<file path="src/rtl/lfsr_tick_gen.sv">
// lfsr_tick_gen: programmable-period tick generator built on a maximal-length
// XNOR LFSR. The LFSR runs from the all-zeros seed up to a run-time terminal
// pattern, emits a one-cycle tick and reloads. A small binary counter turns
// the tick stream into NUM_CH divided pulse outputs (tick / 2^(k+1)).
// Optional macro LFSR_TICK_STATE_OUT_EN exposes the LFSR state on o_Lfsr.
module lfsr_tick_gen #(
    parameter int WIDTH  = 24,
    parameter int NUM_CH = 4
) (
    input  logic              i_Clk,
    input  logic              i_Rst_L,
    input  logic              i_Enable,
    input  logic              i_Clear,
    input  logic [WIDTH-1:0]  i_Term,
    output logic              o_Tick,
    output logic [NUM_CH-1:0] o_Tick_Div
`ifdef LFSR_TICK_STATE_OUT_EN
    ,
    output logic [WIDTH-1:0]  o_Lfsr
`endif
);

    // Bit mask for one tap; tap n feeds from LFSR bit n-1.
    function automatic logic [31:0] tapBit(input int n);
        return 32'h1 << (n - 1);
    endfunction

    // Maximal-length XNOR tap sets (XAPP052) for widths 3..32.
    function automatic logic [31:0] tapMask(input int w);
        logic [31:0] m;
        case (w)
            3:       m = tapBit(3)  | tapBit(2);
            4:       m = tapBit(4)  | tapBit(3);
            5:       m = tapBit(5)  | tapBit(3);
            6:       m = tapBit(6)  | tapBit(5);
            7:       m = tapBit(7)  | tapBit(6);
            8:       m = tapBit(8)  | tapBit(6)  | tapBit(5)  | tapBit(4);
            9:       m = tapBit(9)  | tapBit(5);
            10:      m = tapBit(10) | tapBit(7);
            11:      m = tapBit(11) | tapBit(9);
            12:      m = tapBit(12) | tapBit(6)  | tapBit(4)  | tapBit(1);
            13:      m = tapBit(13) | tapBit(4)  | tapBit(3)  | tapBit(1);
            14:      m = tapBit(14) | tapBit(5)  | tapBit(3)  | tapBit(1);
            15:      m = tapBit(15) | tapBit(14);
            16:      m = tapBit(16) | tapBit(15) | tapBit(13) | tapBit(4);
            17:      m = tapBit(17) | tapBit(14);
            18:      m = tapBit(18) | tapBit(11);
            19:      m = tapBit(19) | tapBit(6)  | tapBit(2)  | tapBit(1);
            20:      m = tapBit(20) | tapBit(17);
            21:      m = tapBit(21) | tapBit(19);
            22:      m = tapBit(22) | tapBit(21);
            23:      m = tapBit(23) | tapBit(18);
            24:      m = tapBit(24) | tapBit(23) | tapBit(22) | tapBit(17);
            25:      m = tapBit(25) | tapBit(22);
            26:      m = tapBit(26) | tapBit(6)  | tapBit(2)  | tapBit(1);
            27:      m = tapBit(27) | tapBit(5)  | tapBit(2)  | tapBit(1);
            28:      m = tapBit(28) | tapBit(25);
            29:      m = tapBit(29) | tapBit(27);
            30:      m = tapBit(30) | tapBit(6)  | tapBit(4)  | tapBit(1);
            31:      m = tapBit(31) | tapBit(28);
            32:      m = tapBit(32) | tapBit(22) | tapBit(2)  | tapBit(1);
            default: m = 32'h0;
        endcase
        return m;
    endfunction

    localparam logic [31:0] TAP_MASK = tapMask(WIDTH);

    // Reject unsupported configurations at elaboration time.
    generate
        if (WIDTH < 3 || WIDTH > 32) begin : gBadWidth
            $error("lfsr_tick_gen: WIDTH must be in 3..32");
        end
        if (NUM_CH < 1 || NUM_CH > 16) begin : gBadNumCh
            $error("lfsr_tick_gen: NUM_CH must be in 1..16");
        end
    endgenerate

    logic [WIDTH-1:0]  lfsr_q, lfsr_d;
    logic [NUM_CH-1:0] cnt_q, cnt_d;
    logic              tick_q, tick_d;
    logic [NUM_CH-1:0] tickDiv_q, tickDiv_d;

    logic              feedback;
    logic              match;
    logic [WIDTH-1:0]  lfsrShift;
    logic [NUM_CH-1:0] cntInc;
    logic [NUM_CH-1:0] divHit;
    logic [NUM_CH-1:0] lowMask;

    assign feedback  = ~^(lfsr_q & TAP_MASK[WIDTH-1:0]);
    assign lfsrShift = {lfsr_q[WIDTH-2:0], feedback};
    assign match     = (lfsr_q == i_Term);
    assign cntInc    = cnt_q + 1'b1;

    // Channel k fires when the low k+1 bits of the incremented counter wrap to zero.
    always_comb begin
        lowMask = '0;
        divHit  = '0;
        for (int k = 0; k < NUM_CH; k++) begin
            lowMask[k] = 1'b1;
            divHit[k]  = ((cntInc & lowMask) == '0);
        end
    end

    // Next-state selection with priority clear > enable > hold.
    always_comb begin
        lfsr_d    = lfsr_q;
        cnt_d     = cnt_q;
        tick_d    = 1'b0;
        tickDiv_d = '0;
        if (i_Clear) begin
            lfsr_d = '0;
            cnt_d  = '0;
        end else if (i_Enable) begin
            if (match) begin
                lfsr_d    = '0;
                cnt_d     = cntInc;
                tick_d    = 1'b1;
                tickDiv_d = divHit;
            end else begin
                lfsr_d = lfsrShift;
            end
        end
    end

    // State and output registers; synchronous active-low reset overrides everything.
    always_ff @(posedge i_Clk) begin
        if (!i_Rst_L) begin
            lfsr_q    <= '0;
            cnt_q     <= '0;
            tick_q    <= 1'b0;
            tickDiv_q <= '0;
        end else begin
            lfsr_q    <= lfsr_d;
            cnt_q     <= cnt_d;
            tick_q    <= tick_d;
            tickDiv_q <= tickDiv_d;
        end
    end

    assign o_Tick     = tick_q;
    assign o_Tick_Div = tickDiv_q;
`ifdef LFSR_TICK_STATE_OUT_EN
    assign o_Lfsr     = lfsr_q;
`endif

endmodule

</file>
<file path="config.mk">
export PLATFORM = sky130hd
export DESIGN_NAME = lfsr_tick_gen
export DESIGN_NICKNAME = d
export VERILOG_FILES = /design/src/rtl/lfsr_tick_gen.sv
export SDC_FILE = /design/constraint.sdc
export NUM_CORES = 1
export LEC_CHECK = 0
export ABC_AREA = 1
export CORE_MARGIN = 5
export CORE_UTILIZATION = 31
export CTS_CLUSTER_DIAMETER = 120
export DETAILED_ROUTE_END_ITERATION = 16
export DONT_BUFFER_PORTS = 1
export MAX_ROUTING_LAYER = met4
export SYNTH_ARGS = -nofsm -noshare
export SYNTH_HDL_FRONTEND = slang
export SYNTH_SLANG_ARGS = --single-unit
export TNS_END_PERCENT = 20
</file>
<file path="constraint.sdc">
create_clock -name i_Clk -period 2.9 [get_ports i_Clk]
set_input_delay 0.58 -clock i_Clk [delete_from_list [all_inputs] [get_ports i_Clk]]
set_output_delay 0.58 -clock i_Clk [all_outputs]
set_load 0.02 [all_outputs]
</file>
; ---- After elaboration in Yosys (flattened, before gate mapping)
; Cells that the tools add are included.
; W data, S select, Z words.
[op_classes]
n_reduce_logical = 9
n_eq_ne = 1
addsub = 1
mux = 2
bitwise = 3
[op_table]
columns = op, count
row1 = $eq A24 B24 Y1, 1
row2 = $mux W24, 1
row3 = $reduce_xnor A24 Y1, 1
row4 = $logic_not A4 Y1, 4
row5 = $add A4 B1 Y4 const B, 1
row6 = $reduce_or A4 Y1, 1
row7 = $not A1 Y1, 3
row8 = $reduce_or A3 Y1, 1
row9 = $reduce_and A2 Y1, 1
row10 = $reduce_or A2 Y1, 1
row11 = $mux W1, 1
[word_totals]
ff_bits = 33
in_bits = 28
output_inout_bits = 5
wordCells = 20

; ---- Depth between registers and ports, before layout
; Gate-level depths: netlist (run 1).
[logic_depth]
word_depth = 3
mapped_depth = 12
ltp_nobuf = 11

; ---- Least setup slack after synthesis (run 1)
; OpenSTA, ideal clock, no wires.
[synth_timing]
kind = input -> register
startpoint = input port i_Term[12]
endpoint = register lfsr_q[12]
path_stages = 10
t_arrival_ns = 1.416
required_time_ns = 2.783
setup_ns = 0.117
path_slack_ns = 1.367
n_path_buf = 2
cell_sequence = inv_1 -> nand2_1 -> nand2_1 -> nand2_1 -> nor2_1 -> nand3_2 -> nor2_4 -> buf_6 -> buf_6 -> nor2_1
[synth_between]
elab_chain_cells = 2
[synth_lines]
columns = item, line_no
row1 = from (decl), 14  ; input logic [WIDTH-1:0] i_Term,
row2 = $eq A24 B24 Y1, 93  ; assign match = (lfsr_q == i_Term);
row3 = $mux W24, 116  ; if (match) begin
row4 = to (signal assigned), 135  ; lfsr_q <= lfsr_d;
row5 = to (decl), 79  ; logic [WIDTH-1:0] lfsr_q, lfsr_d;
; Every way passes these cells.
; A chain may end at the register's enable or synchronous reset.

; ---- Worst setup path after layout (run 1)
[layout_timing]
startpoint = register lfsr_q[16]
endpoint = register lfsr_q[11]
[layout_between]
elab_chain_cells = 2
[layout_lines]
columns = item, line_no
row1 = $eq A24 B24 Y1, 93
row2 = $mux W24, 116
; Every way passes these cells.

==> results.md, run 1 <==
Clock tree:
- The post-CTS clock slew at the launch and capture registers of the worst setup and hold paths is 0.07 ns.
- The clock tree from TritonCTS is done.
- The number of buffers created by CTS is 5.
- In this run the post-CTS setup repair buffer count came out at 0.
- The later pin in the worst-skew pair is clocked with a latency of about 0.29 ns.
- The depth of the CTS H-tree is 2.
- The total number of clock tree sinks is 33.
- The count of hold-fix buffers inserted at cts is 0.
- In this run the deepest clock path goes through 2 buffers.
- The cell at the root of the clock tree is clkbuf_8.
- In this run, post-CTS repair resized a total of 0 instances.

Synth:
- The number of enable flip-flop cells after synthesis is 0.
- The share of synthesized area spent on multiplexers is 0.
- The Yosys step of the flow raised 0 warnings.
- Dividing the synthesized area by the synthesized cell count gives 6.247 µm².
- The synthesized instance count is 287.
- After synthesis, the largest family of logic cells by area is simple AND/OR/NAND/NOR gates.
- The number of distinct standard cells referenced by the synthesized netlist is 25.
- The mapped netlist covers 1793 µm².
- The most used flip-flop cell after synthesis is dfxtp_1.
- The xor and xnor area share after synthesis is 0.01954.
- Synthesis produced a netlist with a net count of roughly 320.
- The register area share after synthesis is 0.3685.
- The async set-reset flop share out of synthesis is 0.
- The total of flip-flops plus latches after synthesis is 33.
- Of the total synthesized cell area, the portion taken by full adders, half adders and majority gates is 0.01396.
- The share of synthesized cell area in and, or, nand and nor gates is 0.3091.
- The compound-gate portion of the synthesized area is 0.1493.

Setup path:
- The launching element type of the critical path is a flop.
- The slack of the worst reg-to-reg path is 1.21 ns.
- Counting cells, the worst reg-to-reg path comes to 8.
- For the worst setup path, the data arrival time is 1.86 ns.
- In this run the worst path has a maximum fanout of 18.
- The endpoint of the most critical register-to-register path is lfsr_q[11].
- The cell that appears most often on the critical path is nand2_1.
- The worst endpoint required time is 3.07 ns.
- The beginning of the worst register-to-register path is lfsr_q[16].
- The critical path goes through nand2_1, nand2_1, nand2_1, nor2_1, nand3_2, nor2_4, buf_4, nor2_1.
- The largest incremental delay on the critical path is 0.41 ns.
- In this run the worst setup path terminates at lfsr_q[11].
- The path type of the worst setup path is reg2reg.
- For this design, the slowest cell found on the critical path is dfxtp_1.
- The category of the worst setup path capture point is a flop.
- The launching element of the worst setup path is lfsr_q[16].

Route:
- The wire length per cell is 11.00 µm.
- The total routed wirelength is a little under 4000 µm.
- Before antenna repair, the detailed router went through 4 iterations.
- The post-detailed-route DRC marker count is 0.
- In this run, the number of DRC markers left after iteration 0 of detailed routing was 56.
- Once detail routing completed, the nets flagged for antenna violations numbered 0.
- In the routed layout, each cell is associated on average with a via count of between 4 and 5.
- The overall via count from detail_route is 1,561.

Placement:
- The placer's final routability congestion estimate is 0.8079.
- The half-perimeter wire length of the detailed placement result is 2961 µm.
- The placed instances occupy a cell area of 1843 µm².
- The count of buffers inserted at the top-level ports is 0.
- The number of placed instances with taps included is 351.
- The worst slack at placement is 1.007 ns.

Timing:
- Of the available clock period, the critical path in the final layout requires 0.5833.
- The worst path setup slack after routing is 1.208 ns.
- Setup violations remaining at the end of the flow were counted as 0.
- The worst hold slack after final layout is 0.4633 ns.
- The number of hold violations in the final report is 0.
- Setup repair after global routing left no endpoint under its margin.
- The number of max-slew violations in the final report is 0.
- The achievable frequency is 591.2 MHz.
- The clock arrives with 0.005615 ns of skew.
- Adding up every negative setup slack in the final design gives 0 ns.
- The smallest clock period supported by the final layout is computed as 1.692 ns.
- The worst pin sits at a relative slew slack of 0.4740.
- The slew of the pin with the lowest slew margin is 0.7881 ns.

Final layout:
- The layout-stage area growth over the synthesis result is 7.397%.
- Once layout is complete, the cells apart from fillers number 359.
- Once layout is done, the placed cells without fillers occupy 1926 µm².
- The number of nets in the layout is ~320.
- Of the cells placed in the final design, the portion with a size suffix greater than 1 is 0.08362.
- The repair_antennas step left the layout with diodes totalling 0.

Floorplan:
- The standard cell core area is roughly 5600 µm².
- The starting utilization of the core area is 0.3217.
- The die covers 7405 µm².
- Measured along the x axis, the die boundary spans 86.05 µm.
- In this run the count of I/O pins placed on the die edge is 33.
- The site row count is 27.
- The die is around 86 µm tall.

Global route:
- The number of antenna violations at the first check in global routing was 0.
- The total congestion overflow is 0.
- The overall routing resource usage is 0.1209.
- Entering global routing, the biggest net connects 47 pins.
- The via count of the first global-routing pass is ~1.5k.
- The first global-routing pass estimated 6713 µm of wire.

Power and ir drop:
- Summed over all cells, the static leakage comes to 0.9060 nW.
- The worst-case IR drop observed on VDD is roughly 190 µV.
- For this design the ratio of total power to cell area is 460.4 nW/µm².

Outcome:
- The flow ran to the end, and the final reports show no timing, DRC or antenna violations.

Job:
- The count of maximum capacitance violations is 0.

Worst hold path:
- The hold-critical path depth is 2.
- The worst min-delay path category is in2reg.
-- kinds of logic (layout without fill, tap and decap cells) --
family / count (synthesis) / after routing
xor+xnor: 4 / 4
simple gates: 134 / 134
buf+inv: 62 / 62
flops: 33 / 33
compound gates: 52 / 52
fa+ha+maj: 2 / 2
-- per-layer routing --
layer,part of all wire,GRT usage
met1,0.49,0.1409
met2,0.44,0.1829
met3,0.046,0.03554
met4,0.025,0.07194
met5,0,-
-- flip-flops by register name, indices dropped and copies added, names as in the netlist --
signal      flops
o_Tick_Div      4
o_Tick          1
cnt_q           4
lfsr_q         24
-- metrics by stage --
stage | total power, W | util
after global routing | 0.0009344 | 0.3455
after global placement | 0.0005666 | 0.3306
after CTS | 0.0008958 | 0.3455
after floorplan | 0.0005518 | -
final | 0.0008866 | 0.3455
after detailed placement | 0.0005674 | 0.3306
-- power breakdown --
| group | internal (W) | leakage (nW) | switching [W] |
|---|---|---|---|
| registers | 0.000465 | 0.268 | 0.0000106 |
| logic | 0.0000307 | 0.593 | 0.0000506 |
| clock network | 0.000166 | 0.0450 | 0.000164 |
-- cell type report --
class	count	area [µm²]
inverter	52	195.2
fill	590	3649
clock inverter	2	10.01
multi-input combinational	192	882.1
clock buffer	6	72.57
timing repair buffer	2	15.01
tap	72	90.09
sequential	33	660.6
-- cell usage in the layout (no fill, tap or decap), drive strengths merged --
master / count
nand3: 3
clkinv: 2
inv: 52
o211ai: 1
dfxtp: 33
o21bai: 2
buf: 2
ha: 2
xnor2: 1
a21oi: 24
o21ai: 25
nand2: 79
or2: 1
nor2: 47
nor3: 3
xor2: 3
clkbuf: 6
nand3b: 1
-- worst max-delay path: cells and delay by family, from the launching register on --
family,cells,cell delay (ns)
DFF,1,0.41
buffers and inverters,1,0.29
and+or+nand+nor,7,0.87
-- cell usage after synthesis (all sizes together), types with 2 or more instances --
library cell | count | share of area
a21oi | 24 | 0.067
buf | 4 | 0.018
clkbuf | 6 | 0.013
dfxtp | 33 | 0.37
ha | 2 | 0.014
inv | 52 | 0.11
nand2 | 79 | 0.17
nand3 | 3 | 0.011
nor2 | 47 | 0.11
nor3 | 3 | 0.0084
o21ai | 25 | 0.070
o21bai | 2 | 0.0084
xor2 | 3 | 0.015
-- how the worst min path moves through the flow --
| stage | startpoint | endpoint | slack (ns) |
|---|---|---|---|
| after floorplan | lfsr_q[6] | lfsr_q[7] | 0.47 |
| after detailed placement | cnt_q[3] | cnt_q[3] | 0.50 |
| after CTS | i_Enable | lfsr_q[0] | 0.46 |
| final | i_Enable | lfsr_q[0] | 0.46 |
| after global routing | i_Clear | cnt_q[2] | 0.48 |
| after global placement | lfsr_q[13] | lfsr_q[14] | 0.50 |
(Power assumes the default switching activity.)
==> inputs of run 2 (changes only) <==
==> constraint.sdc (replaced) <==
create_clock -name i_Clk -period 1.5 [get_ports i_Clk]
set_input_delay 0.3 -clock i_Clk [delete_from_list [all_inputs] [get_ports i_Clk]]
set_output_delay 0.3 -clock i_Clk [all_outputs]
set_load 0.02 [all_outputs]
==> results.md, run 2 (synthesis results as in run 1) <==
Outcome:
- The flow ran to the end, and the final reports show no timing, DRC or antenna violations.

Job:
- The count of maximum capacitance violations is 0 (unchanged).

Clock tree:
- The total number of clock tree sinks was 33 (unchanged).
- TritonCTS built the clock tree.
- The post-CTS setup repair buffer count is 0 (unchanged).
- The clock network latency to the later pin of the worst-skew pair is 0.29 ns (about the same).
- The count of hold-fix buffers inserted at cts is 0 (unchanged).
- The number of cells upsized or downsized after cts is 0 (unchanged).
- The post-CTS clock slew at the launch and capture registers of the worst setup and hold paths is 0.07 ns (about the same).
- The number of buffers created by CTS is 5 (unchanged).
- The maximum root-to-sink buffer count is 2 (unchanged).
- The depth of the CTS H-tree was 2 (unchanged).
- The tree is rooted in a clkbuf_8.

Setup path:
- The highest-delay cell along the critical path is dfxtp_2.
- The data arrival time of the worst path is 1.57 ns (-0.29 ns).
- The maximum fanout encountered on the critical timing path came to 7 (-11).
- The launching element type of the critical path is a flop.
- Traced cell by cell, the critical path runs through inv_2, nand2_1, nand2_1, nor2_1, nand2_1, nor2_1, nand2_2, nor2_4, buf_4, nor2_1.
- The worst endpoint required time is 1.68 ns (-1.39 ns).
- The largest incremental delay on the critical path is 0.35 ns (-0.06 ns).
- The path type of the worst setup path is reg2reg.
- STA classifies the critical path endpoint as a flop.

Timing:
- The slew of the pin with the lowest slew margin came to 0.4212 ns (-0.3669 ns).
- The achievable frequency is 719.8 MHz (+22%).
- The minimum clock period came to 1.389 ns (-0.3023 ns).
- The number of hold violations in the final report is 0 (unchanged).
- The final count of negative-setup-slack endpoints is 0 (unchanged).
- Setup repair after global routing could not meet its margin everywhere.
- The normalized max-slew margin is 0.7192 (+0.2452).
- The final period utilization was 0.9262 (+0.3429).
- The worst clock skew is 0.006221 ns (+0.0006059 ns).
- The worst hold slack after final layout was 0.1743 ns (-0.2890 ns).
- The number of max-slew violations in the final report is 0 (unchanged).

Global route:
- The total congestion overflow is 0 (unchanged).
- The number of antenna violations at the first check in global routing is 0 (unchanged).
- The overall routing resource usage is 0.1221 (+0.001207).
- The maximum number of pins on one net before global-route repair is 47 (unchanged).
- The via count of the first global-routing pass is 1,499 (+2.5%).
- The first-pass GRT wire length came to 6913 µm (+3.0%).

Final layout:
- More flip-flops sit in one register than any other, and that register is lfsr_q.
- The final antenna diode count was 0 (unchanged).
- The ratio of cells with drive above 1 in the final layout is 0.1769 (+0.09325).
- The final non-filler cell area is 2069 µm² (+7.5%).
- The flip-flop count of the largest register after layout came to 24 (unchanged).
- The number of nets in the layout is 323 (+2.2%).
- The fill cell total of the finished layout was 590 (unchanged).
- The top cell types in the final layout, fill and taps aside, are nand2_1 (73), inv_1 (44), nor2_1 (38).
- The layout-stage area growth over the synthesis result is 15.42%.
- Leaving out fill and tap cells, the most frequent cell in the layout is nand2_1.

Route:
- The detailed-router iteration count before antenna repair is 4 (unchanged).
- The remaining antenna violation count is 0 (unchanged).
- The detailed router's first-iteration violation count is 80 (+43%).
- The wire length per cell is 11.13 µm (+1.2%).
- The post-detailed-route DRC marker count is 0 (unchanged).
- The total routed wirelength is 4074 µm (+3.2%).
- The vias per cell is 4.355 (+0.16%).
- The overall via count from detail_route is 1,594 (+2.1%).

Floorplan:
- The starting utilization of the core area came to 0.3217 (unchanged).
- The height of the chip was 86.05 µm (unchanged).
- The top-level I/O count came to 33 (unchanged).
- The standard cell core area is 5574 µm² (unchanged).
- The total die area is 7405 µm² (unchanged).
- The width of the die came to 86.05 µm (unchanged).
- The site row count is 27 (unchanged).

Power and ir drop:
- The power density of the placed cells is 952.1 nW/µm² (+110%).
- The maximum VDD drop is 384.9 µV (+100%).
- The standby leakage power is 0.9680 nW (+6.8%).
- The post-route total power is 0.001970 W (+120%).

Placement:
- The count of buffers inserted at the top-level ports is 0 (unchanged).
- The half-perimeter wire length of the detailed placement result is 3004 µm (+1.4%).
- The placer's final routability congestion estimate is 0.7842 (-2.9%).
- The instance area after placement was 1908 µm² (+3.5%).

Worst hold path:
- The worst min-delay path category is in2reg.
run 2: cell count changes in the layout (fill, tap and decap cells not counted), moves of 2 or more:
cell,change
dfxtp_1,-11
nor2_2,+4
dfxtp_2,+11
clkinv_2,-2
buf_4,+4
nor2_1,-4
buf_6,+2
nand2_2,+4
nand2_1,-4
run 2: routing by layer:
metal / global-route usage / part of all wire
met5: - / 0
met4: 0.05755 / 0.027
met3: 0.04131 / 0.068
met2: 0.1878 / 0.46
met1: 0.1424 / 0.45
run 2: per-stage QoR:
stage / cells / TNS, ns / util / worst slack (ns)
2_1_floorplan: 287 / 0 / - / 0.1918
3_3_place_gp: 358 / 0 / 0.3423 / 0.08672
3_5_place_dp: 358 / 0 / 0.3423 / 0.06561
4_1_cts: 366 / 0 / 0.3632 / 0.05250
5_1_grt: 366 / -0.3479 / 0.3713 / -0.02259
6_report: 366 / 0 / 0.3713 / 0.1107
run 2: final cells by class:
cell class | count | area, µm² | share of cell area
Sequential cell | 33 | 674.4 | 0.3259
Clock buffer | 7 | 86.33 | 0.04172
Timing Repair Buffer | 9 | 87.58 | 0.04232
Inverter | 52 | 195.2 | 0.09432
Clock inverter | 1 | 30.03 | 0.01451
Multi-Input combinational cell | 192 | 905.9 | 0.4377
Tap cell | 72 | 90.09 | 0.04353
run 2: path summary, 6_finish.rpt:
check / startpoint / to / slack [ns] / depth (start not counted)
max: lfsr_q[9] / lfsr_q[10] / 0.11 / 10
min reg2reg: cnt_q[3] / cnt_q[3] / 0.51 / 2
min: i_Enable / lfsr_q[0] / 0.17 / 2
max reg2reg: lfsr_q[9] / lfsr_q[10] / 0.11 / 10
run 2: critical path: cells and delay by family, from the launching register on:
kind | cells | cell delay [ns]
buf+inv | 2 | 0.23
simple gates | 8 | 0.70
flops | 1 | 0.35
run 2: power by group:
group | internal [W] | leakage, nW | switching (W)
Combinational | 0.0000688 | 0.637 | 0.000104
Sequential | 0.000901 | 0.273 | 0.0000195
Clock | 0.000542 | 0.0585 | 0.000335
Total | 0.00151 | 0.968 | 0.000459
==> variant: new RTL, settings of run 1 <==
Make the reset (`i_Rst_L`) asynchronous in one clocked block. Comments in the files are not updated.
--- a/src/rtl/lfsr_tick_gen.sv
+++ b/src/rtl/lfsr_tick_gen.sv
@@ -125,7 +125,7 @@
     end
 
     // State and output registers; synchronous active-low reset overrides everything.
-    always_ff @(posedge i_Clk) begin
+    always_ff @(posedge i_Clk or negedge i_Rst_L) begin
         if (!i_Rst_L) begin
             lfsr_q    <= '0;
             cnt_q     <= '0;
Formal check against the unedited RTL: differs if i_Rst_L is asserted again (counterexample within 4 cycles, from zero or initial values and one cycle with i_Rst_L low); with i_Rst_L held inactive, the same outputs for 10 cycles.
==> variant against run 1 <==
- sequential cell count unchanged
- final cell count is 9.7% lower
- combinational power is 26% lower
- design area grew 4.2%
- non-clock buffer count unchanged
- area after synthesis is 2.0% higher
- wire length decreased by 2.5%
- critical endpoint is now lfsr_q[5]$_DFFE_PN0P_
- largest cell class is now sequential cells
- first-iteration DRC count up 21%
- setup slack gained 97 ps
- power is 0.73% higher
==> variant: results <==
status:
  status: "complete, no violations"
sta:
  skew_ps: 11.5
  slew_headroom: 0.667
place:
  gp_congestion: 0.780
global_route:
  grt_start_max_net_pins: 34
  use_met2: 0.173
  grt_pass1_wl_um: 6500
  met3_usage: 0.0532
  grt_pass1_vias: 1382
critical_path:
  worstPathArrival_ps: 1740
  regToRegSetupSlack_ps: 1310
  slowest_stage: "dfrtp_1"
  critPathMaxFanout: 24
final_layout:
  nNonClkInverters: 42
  nMultiInputCombCells: 164
  nFillCells: 632
  fin_nets: 278
  bufAreaShareNonClock: 0.0137
  seq_share: 0.411
yosys:
  synthFlopType: "dfrtp_1"
  async_flop_share: 1.00
  synthTopCellsByCount: "79 x nand2_1, 35 x inv_1, 33 x dfrtp_1"
  yosysSeqAreaShare: 0.452
  synth_cell_types: 24
  synth_fp_nets: 274
route:
  viasPerCell: 4.44
  route.met2.wl_um: 1810
  top_layer_used: "met3"
  drt_iter0_drc: 68
  met1_length_um: 1690
  wl_per_cell_um: 11.9
  wl_met3_um: 350
power:
  ir_drop_v: 0.000175
worst_hold_path:
  hold_class: "in -> async"
clocking:
  cts_hold_buf: 1
die:
  die_w_um: 86.8
-- variant: cell types whose count changed after synthesis, moves of 4 or more --
cell      delta
a21oi_1     -23
clkbuf_1     -5
dfrtp_1     +33
dfxtp_1     -33
inv_1       -10
nand3_1     +24
nor2_1      -26
o21ai_0     -13
o21ai_1      +4
xnor2_1      +5
-- variant: worst max path at each step --
stage,startpoint,to,slack (ps),cells past startpoint
CTS,lfsr_q[2]$_DFFE_PN0P_,lfsr_q[10]$_DFFE_PN0P_,1250,8
finish,lfsr_q[2]$_DFFE_PN0P_,lfsr_q[5]$_DFFE_PN0P_,1310,8
detailed placement,i_Term[3],lfsr_q[5]$_DFFE_PN0P_,1090,8
global route,lfsr_q[2]$_DFFE_PN0P_,lfsr_q[5]$_DFFE_PN0P_,1060,8
global placement,i_Term[3],lfsr_q[11]$_DFFE_PN0P_,1130,8
floorplan,i_Term[3],lfsr_q[16]$_DFFE_PN0P_,1360,9
-- variant: stage by stage --
stage	setup WS [ps]	power [mW]	util	hold WS, ps	std cells
global route	1060	0.934	0.345	120	324
floorplan	1360	0.515	-	284	244
CTS	1250	0.906	0.345	119	324
global placement	1130	0.523	0.325	286	315
detailed placement	1090	0.524	0.325	286	315
finish	1310	0.893	0.345	116	324
-- variant: logic make-up after synthesis --
group | share of synthesized area
XOR/XNOR | 0.0575
adder cells (fa/ha/maj) | 0.0137
AND/OR/NAND/NOR | 0.318
buffers and inverters | 0.109
flip-flops | 0.452
AO/OA/AOI/OAI | 0.0507
-- variant: report_power, final --
part | switching [mW] | internal (mW)
clock network | 0.175 | 0.192
registers | 0.00261 | 0.463
logic | 0.0385 | 0.0215
total | 0.216 | 0.677
